`config.mk`:
```
export PLATFORM = sky130hd
export DESIGN_NAME = score_keeper
export DESIGN_NICKNAME = d
export VERILOG_FILES = /design/src/rtl/score_keeper.sv
export SDC_FILE = /design/constraint.sdc
export NUM_CORES = 1
export LEC_CHECK = 0
export ABC_AREA = 1
export CAP_MARGIN = 20
export CELL_PAD_IN_SITES_DETAIL_PLACEMENT = 0
export CELL_PAD_IN_SITES_GLOBAL_PLACEMENT = 2
export CORE_MARGIN = 5
export CORE_UTILIZATION = 25
export CTS_BUF_LIST = sky130_fd_sc_hd__clkbuf_4
export DETAILED_ROUTE_END_ITERATION = 6
export PLACE_DENSITY = 0.74
export SETUP_SLACK_MARGIN = 0.05
export SYNTH_ARGS = -nofsm -noshare
export SYNTH_HDL_FRONTEND = slang
export SYNTH_SLANG_ARGS = --single-unit
```
`constraint.sdc`:
```
create_clock -name GAME_CLK -period 1.4 [get_ports GAME_CLK]
set_input_delay 0.21 -clock GAME_CLK [delete_from_list [all_inputs] [get_ports GAME_CLK]]
set_output_delay 0.21 -clock GAME_CLK [all_outputs]
set_load 0.1 [all_outputs]
```
`src/rtl/score_keeper.sv`:
```
// ---------------------------------------------------------------------------
// score_keeper
//
// Keeps the player/com score for a one-ball paddle game. It watches the
// ball column, counts a goal once each time the ball arrives on a goal
// column, holds the game in a serve pause after every goal, and declares a
// winner when either side reaches WIN_SCORE. START restarts a finished game.
//
// Build option:
//   SCORE_KEEPER_SERVE_DELAY_EN  defined   : serve pause lasts SERVE_TICKS cycles
//                                undefined : serve pause lasts one cycle and
//                                            the pause counter is not built
//
// Parameters:
//   W           playfield width in cells; goal columns are 0 and W-1
//   WIN_SCORE   points needed to win (1..15)
//   SERVE_TICKS serve pause length in GAME_CLK cycles (1..255)
//
// Ports:
//   GAME_CLK          in   game tick clock, rising edge
//   RESET             in   synchronous active-high reset
//   BALL_X[4:0]       in   ball column
//   START             in   restart request, honoured only after a win
//   player_score_out  out  player points
//   com_score_out     out  com points
//   goal_out          out  one-cycle pulse per counted goal
//   game_run_out      out  high while the game is in play
//   winner_out[1:0]   out  00 none, 01 player, 10 com
// ---------------------------------------------------------------------------
module score_keeper #(
   parameter int W           = 20,
   parameter int WIN_SCORE   = 9,
   parameter int SERVE_TICKS = 8
) (
   input  logic       GAME_CLK,
   input  logic       RESET,
   input  logic [4:0] BALL_X,
   input  logic       START,
   output logic [3:0] player_score_out,
   output logic [3:0] com_score_out,
   output logic       goal_out,
   output logic       game_run_out,
   output logic [1:0] winner_out
);

   // Parameter sanity checks, evaluated at elaboration only.
   if (W < 3 || W > 32) begin : gBadWidth
      $error("score_keeper: W must be in 3..32");
   end
   if (WIN_SCORE < 1 || WIN_SCORE > 15) begin : gBadWin
      $error("score_keeper: WIN_SCORE must be in 1..15");
   end
   if (SERVE_TICKS < 1 || SERVE_TICKS > 255) begin : gBadServe
      $error("score_keeper: SERVE_TICKS must be in 1..255");
   end

   localparam logic [4:0] GOAL_LO = 5'd0;
   localparam logic [4:0] GOAL_HI = 5'(W - 1);
   localparam logic [3:0] WIN4    = 4'(WIN_SCORE);

   typedef enum logic [1:0] {
      PLAY      = 2'd0,
      SERVE     = 2'd1,
      GAME_OVER = 2'd2
   } stateType;

   stateType   stateQ, stateD;
   logic [3:0] playerQ, playerD;
   logic [3:0] comQ, comD;
   logic [1:0] winnerQ, winnerD;
   logic       goalQ, goalD;
   logic       runQ;
   logic       atGoalQ;
   logic       atGoalNow;
   logic       goalEvent;
   logic       playerGoal;
   logic [3:0] playerInc;
   logic [3:0] comInc;

`ifdef SCORE_KEEPER_SERVE_DELAY_EN
   localparam logic [7:0] SERVE_LOAD = 8'(SERVE_TICKS - 1);
   logic [7:0] cntQ, cntD;
`endif

   // Scores never pass WIN_SCORE, so they can never wrap.
   function automatic logic [3:0] satInc(input logic [3:0] s);
      logic [3:0] r;
      if (s >= WIN4) r = WIN4;
      else           r = s + 4'd1;
      return r;
   endfunction

   assign atGoalNow  = (BALL_X == GOAL_LO) || (BALL_X == GOAL_HI);
   // Only the arrival on a goal column counts; a ball parked there is ignored.
   assign goalEvent  = atGoalNow && !atGoalQ;
   assign playerGoal = (BALL_X == GOAL_HI);
   assign playerInc  = satInc(playerQ);
   assign comInc     = satInc(comQ);

   always_comb begin
      stateD  = stateQ;
      playerD = playerQ;
      comD    = comQ;
      winnerD = winnerQ;
      goalD   = 1'b0;
      unique case (stateQ)
         PLAY: begin
            if (goalEvent) begin
               goalD = 1'b1;
               if (playerGoal) begin
                  playerD = playerInc;
                  if (playerInc == WIN4) begin
                     stateD  = GAME_OVER;
                     winnerD = 2'b01;
                  end else begin
                     stateD = SERVE;
                  end
               end else begin
                  comD = comInc;
                  if (comInc == WIN4) begin
                     stateD  = GAME_OVER;
                     winnerD = 2'b10;
                  end else begin
                     stateD = SERVE;
                  end
               end
            end
         end
         SERVE: begin
`ifdef SCORE_KEEPER_SERVE_DELAY_EN
            if (cntQ == 8'd0) stateD = PLAY;
`else
            stateD = PLAY;
`endif
         end
         GAME_OVER: begin
            if (START) begin
               playerD = 4'd0;
               comD    = 4'd0;
               winnerD = 2'b00;
               stateD  = SERVE;
            end
         end
         default: stateD = SERVE;
      endcase
   end

`ifdef SCORE_KEEPER_SERVE_DELAY_EN
   // The counter sits at its load value outside SERVE, so every entry into
   // SERVE starts a full pause without a separate load strobe.
   always_comb begin
      cntD = SERVE_LOAD;
      if (stateQ == SERVE && cntQ != 8'd0) cntD = cntQ - 8'd1;
   end
`endif

   always_ff @(posedge GAME_CLK) begin
      if (RESET) begin
         stateQ  <= SERVE;
         playerQ <= 4'd0;
         comQ    <= 4'd0;
         winnerQ <= 2'b00;
         goalQ   <= 1'b0;
         runQ    <= 1'b0;
         // History starts "on goal" so a ball sitting on a goal at reset
         // is not scored.
         atGoalQ <= 1'b1;
`ifdef SCORE_KEEPER_SERVE_DELAY_EN
         cntQ    <= SERVE_LOAD;
`endif
      end else begin
         stateQ  <= stateD;
         playerQ <= playerD;
         comQ    <= comD;
         winnerQ <= winnerD;
         goalQ   <= goalD;
         // Registered decode of the current state: lags transitions by one.
         runQ    <= (stateQ == PLAY);
         atGoalQ <= atGoalNow;
`ifdef SCORE_KEEPER_SERVE_DELAY_EN
         cntQ    <= cntD;
`endif
      end
   end

   assign player_score_out = playerQ;
   assign com_score_out    = comQ;
   assign goal_out         = goalQ;
   assign game_run_out     = runQ;
   assign winner_out       = winnerQ;

endmodule

```
### After elaboration in Yosys (flattened, before gate mapping)

Cells that the tools add are included.

| word-level totals | value |
|---|---|
| register bits after elaboration | 15 |
| bits in latches | 0 |
| RAM bits | 0 |
| ROM bits | 0 |
| output and inout bits | 12 |
| logic and storage cells | 56 |
| memories | 0 |

| operators by class | value |
|---|---|
| add/sub/neg operators | 2 |
| multiply operators | 0 |
| divide/modulo/power cells | 0 |
| order comparisons | 2 |
| eq/ne operators | 11 |
| shift operators | 0 |
| muxes and demuxes | 22 |
| bitwise logic cells | 1 |
| reduce and logical (&&, ||, !) cells | 11 |

Operators with widths:

| kind | number |
|---|---|
| $mux W4 | 7 |
| $mux W2 | 10 |
| $pmux W4 S2 | 2 |
| $add A4 B1 Y4 const B | 2 |
| $eq A4 B4 Y1 const B | 2 |
| $ge A4 B4 Y1 const B | 2 |
| $ne A2 B2 Y1 const B | 4 |
| $reduce_and A4 Y1 | 2 |
| $ne A3 B3 Y1 const B | 2 |
| $pmux W2 S3 | 1 |
| $eq A5 B5 Y1 const B | 1 |
| $logic_not A5 Y1 | 1 |
| $reduce_and A5 Y1 | 1 |
| $pmux W2 S2 | 1 |
| $eq A2 B1 Y1 const B | 1 |
| $eq A2 B2 Y1 const B | 1 |
| $logic_not A2 Y1 | 1 |
| $reduce_and A2 Y1 | 1 |
| $reduce_bool A2 Y1 | 1 |
| $reduce_or A2 Y1 | 1 |
| $logic_and A1 B1 Y1 | 1 |
| $logic_not A1 Y1 | 1 |
| $logic_or A1 B1 Y1 | 1 |
| $mux W1 | 1 |
| $not A1 Y1 | 1 |

### Longest topological paths before layout

| depth | value |
|---|---|
| depth in word-level cells | 7 |
| mapped depth | 11 |

### Worst setup path after synthesis

No wires, ideal clock.

| path | value |
|---|---|
| kind | register to register |
| start | register comQ[1] (netlist: com_score_out[1]) |
| end | register winnerQ[0] (netlist: winner_out[0]) |
| data arrival time | 2150 ps |
| required time | 1330 ps |
| path slack | -820 ps |
| stages on the path, launching flop included | 12 |
| path buffers | 0 |
| cell sequence | dfxtp_1 -> inv_1 -> ha_1 -> inv_1 -> nand3_1 -> nand2_1 -> o21ai_0 -> nand3_1 -> nand2_2 -> nand2_2 -> nand3_1 -> a21oi_1 |

| on the way | value |
|---|---|
| longest elaborated chain between the ends | 5 |
| elaborated cells on any way between the ends | 6 |

RTL lines:

| item | line | RTL |
|---|---|---|
| from (decl) | 69 | `logic [3:0] comQ, comD;` |
| from (signal assigned) | 174 | `comQ <= comD;` |
| $add A4 B1 Y4 or $ge A4 B4 Y1 (tied branches) | 89, 88 |  |
| $mux W4 * | 88 | `if (s >= WIN4) r = WIN4;` |
| $eq A4 B4 Y1 * | 120 | `if (comInc == WIN4) begin` |
| $ne A3 B3 Y1 (no line) * | n/a |  |
| $reduce_and A5 Y1 (no line) * | n/a |  |
| to (signal assigned) | 175 | `winnerQ <= winnerD;` |
| to (decl) | 70 | `logic [1:0] winnerQ, winnerD;` |

Mark *: on every way between the ends. The rest lies on a longest branch, timed or not.
A chain may end at the register's enable or synchronous reset.

### Worst setup path after layout

| path | value |
|---|---|
| start | register playerQ[0] (netlist: player_score_out[0]) |
| end | register stateQ[0] |

| on the way | value |
|---|---|
| longest elaborated chain between the ends | 7 |
| elaborated cells on any way between the ends | 8 |

RTL lines:

| item | line | RTL |
|---|---|---|
| from (decl) | 68 | `logic [3:0] playerQ, playerD;` |
| from (signal assigned) | 173 | `playerQ <= playerD;` |
| $add A4 B1 Y4 or $ge A4 B4 Y1 (tied branches) | 89, 88 |  |
| $mux W4 * | 88 |  |
| $eq A4 B4 Y1 * | 112 | `if (playerInc == WIN4) begin` |
| $mux W2 * | 112 |  |
| $mux W2 * | 110 | `if (playerGoal) begin` |
| $mux W2 * | 108 | `if (goalEvent) begin` |
| $pmux W2 S3 * | 106 | `unique case (stateQ)` |
| to (signal assigned) | 172 | `stateQ <= stateD;` |
| to (decl) | 67 | `stateType stateQ, stateD;` |

Mark *: on every way between the ends. The rest lies on a longest branch, timed or not. The select of a mux whose other input is x is not followed.

==> impl_results.md <==
* Yosys top cell area share at 34.6%
* # hold bufs at CTS at 0
* Max Fclk at 710 MHz
* Status: complete, but fails checks
* Via count at 915
* Peak supply drop at 0.407 mV
* Layout cells sized above 1 at 59.9%
* Post-route ant nets at 0
* Post-Synthesis Net Count at 137
* Synth cell types at 19
* Final worst slack at -0.00756 ns
* Die ar. at 4750 sq um
* Final min period at 1.41 ns
* Routed wire length at 2380 um
* Max cap viols at 0
* GR Overflow Total at 0
* Synth area leaders: dfxtp_1, ha_1, nand2_1
* Worst-Skew Late Latency at 0.28 ns
* Syn_area_per_cell at 7.05 sq um
* Slowest stage cell, crit path: dfxtp_4
* Die Y at 68.9 um
* First-pass GRT wire length at 3770 um
* Syn. warnings at 0
* CTS tree: yes
* H-tree depth at 1
* Pleak at 0.763 nW
* Nets at 182
* Slew @ Worst Pin at 0.359 ns
* Mapped Cells at 123
* Final Max Slew Viols at 0
* Setup Total Neg Slack at -0.00756 ns
* Crit path top cell by count: nand2_2
* Total clock sinks at 15
* Worst Skew at 0.00489 ns
* Number of synthesized flops with an enable pin at 0
* CTS Buffer Depth at 2
* Gr usage total at 10.8%
* Die Span X at 68.9 um
* Core Area at 3340 sq um
* Fin cells at 213
* Antenna violations before repair at 0
* Post-synth design cell area at 867 sq um
* Clock transition at path regs at 0.10 ns
* CP max stage delay at 0.40 ns
* Number of DRC markers in iteration 0 at 25
* Placement row count at 21
* Post-synth ARST share at 0%
* Synth area leader: dfxtp_1
* CTS Root Cell: clkbuf_4
* WP data required at 1.55 ns
* Buf+Inv Stages, Crit Path at 2
* CP Launch Type: flip-flop
* R2R Setup Slk at -0.008 ns
* Fill count at 342
* Cell Pwr Density at 502 nW/um^2
* Cell family with most CP delay: flip-flops
* Worst Setup End Kind: flip-flop
* Rel. slew slack at 76.1%
* Placed instance count at 202
* Critical Path AT at 1.55 ns
* DP Worst Slack at -0.260 ns
* Finish-stage setup viols at 1
* RSZ-0062 raised after global routing: yes
* Sequential area share after synthesis at 34.6%
* Final hold violation count at 0
* Worst Path Max Fanout at 4
* FF+latch count, synth at 15
* Vias in the first global route at 850
* IO Pins at 20
* Hold WC Path Type: primary input to flip-flop
* Initial cell density of the core at 26.0%
* WHS at 0.380 ns
* I/O Buffers at 19
* Largest net degree at the start of global routing at 11
* Wire per inst at 11.2 um
* Failing checks: negative setup slack
* Placer Congestion at 0.744
* Number of vias per cell at 4.30
* Crit-path cells: ha_4 -> inv_2 -> nand2_2 -> nand2_2 -> o21ai_2 -> nand3_2 -> buf_4 -> nand3_1 -> o211ai_1
* Most used DFF post-synth: dfxtp_1
* Num CTS Buffers at 3
* DRC violations left at 0
* Post-detail-place hpwl at 1720 um
* Area Overhead vs Synth at 91.3%
* # diodes at 0
* CP Class: flip-flop to flip-flop
* First-pass iteration count of the detailed router at 4
* Fin crit share at 101%
==> cell usage after synthesis, types with 2 or more instances <==
master / instances
nand2_1: 18
inv_1: 16
dfxtp_1: 15
nor2_1: 14
a21oi_1: 13
nand3_1: 12
o21ai_1: 9
ha_1: 6
inv_2: 4
nand2_2: 3
nand2_4: 3
nand3_2: 2
nor2_2: 2
==> layout by cell type, fill, tap and decap left out, drive strengths merged <==
cell,count
dlymetal6s2s,5
dfxtp,15
buf,33
ha,6
xor2,1
clkinv,1
nand2,24
inv,20
nand3,14
o21ai,10
nor3,1
nor2,17
clkbuf,4
clkdlybuf4s50,2
a21oi,13
o211ai,1
==> metrics by stage <==
stage	area [sq um]	total power, W	util, %
after detailed placement	1410	0.000557	42.4
after global placement	1410	0.000556	42.4
after floorplan	941	0.000501	-
final	1660	0.000832	49.7
after global routing	1660	0.000882	49.7
after CTS	1490	0.000837	44.5
==> routing by layer <==
| layer | vias up | track usage (%) | share of wire, % |
|---|---|---|---|
| li1 | 481 | - | - |
| met1 | 422 | 13.5 | 46 |
| met2 | 10 | 17.6 | 51 |
| met3 | 2 | 3.57 | 2.2 |
| met4 | 0 | 2.92 | 0.59 |
| met5 | - | 0 | 0 |
==> flip-flops by register name, indices dropped and copies added (netlist names) <==
signal	count
com_score_out	4
player_score_out	4
stateQ	2
winner_out	2
atGoalQ	1
game_run_out	1
goal_out	1
==> final cells by class <==
cell class / instances / area, sq um / share of cell area [%]
flip-flops and latches: 15 / 320 / 19.3
well taps: 46 / 57.6 / 3.47
repair buffers: 40 / 495 / 29.9
inverters: 21 / 83.8 / 5.05
clock buffers: 4 / 30.0 / 1.81
multi-input cells: 87 / 672 / 40.5
==> what timing repair did <==
action | in CTS | in global routing
pin swaps | 4 | 22
setup buffers | 3 | 4
resized for setup | 5 | 38
setup endpoints to repair | 4 | 13
==> logic make-up (layout without fill, tap and decap cells) <==
group	count (synthesis)	after routing	share of synthesized area (%)
AND/OR/NAND/NOR	56	56	32.5
AO/OA/AOI/OAI	24	24	14.1
buffers and inverters	21	65	9.09
flip-flops	15	15	34.6
adder cells (fa/ha/maj)	6	6	8.66
XOR/XNOR	1	1	1.01
==> power breakdown <==
group	internal [W]	switching (W)
clock	0.000130	0.000145
combinational	0.0000544	0.0000688
sequential	0.000427	0.00000802
==> worst paths after layout <==
kind,start,endpoint,cells past startpoint
max,player_score_out[0],stateQ[0],9
min,BALL_X[4],atGoalQ,5
max reg2reg,player_score_out[0],stateQ[0],9
min reg2reg,stateQ[1],game_run_out,1
==> worst reg2reg max path, stage by stage, from the launching register on <==
cell      delay [ns]
dfxtp_4         0.40
ha_4            0.14
inv_2           0.03
nand2_2         0.04
nand2_2         0.06
o21ai_2         0.14
nand3_2         0.12
buf_4           0.15
nand3_1         0.08
o211ai_1        0.10
Power figures use the tool's default switching activity.
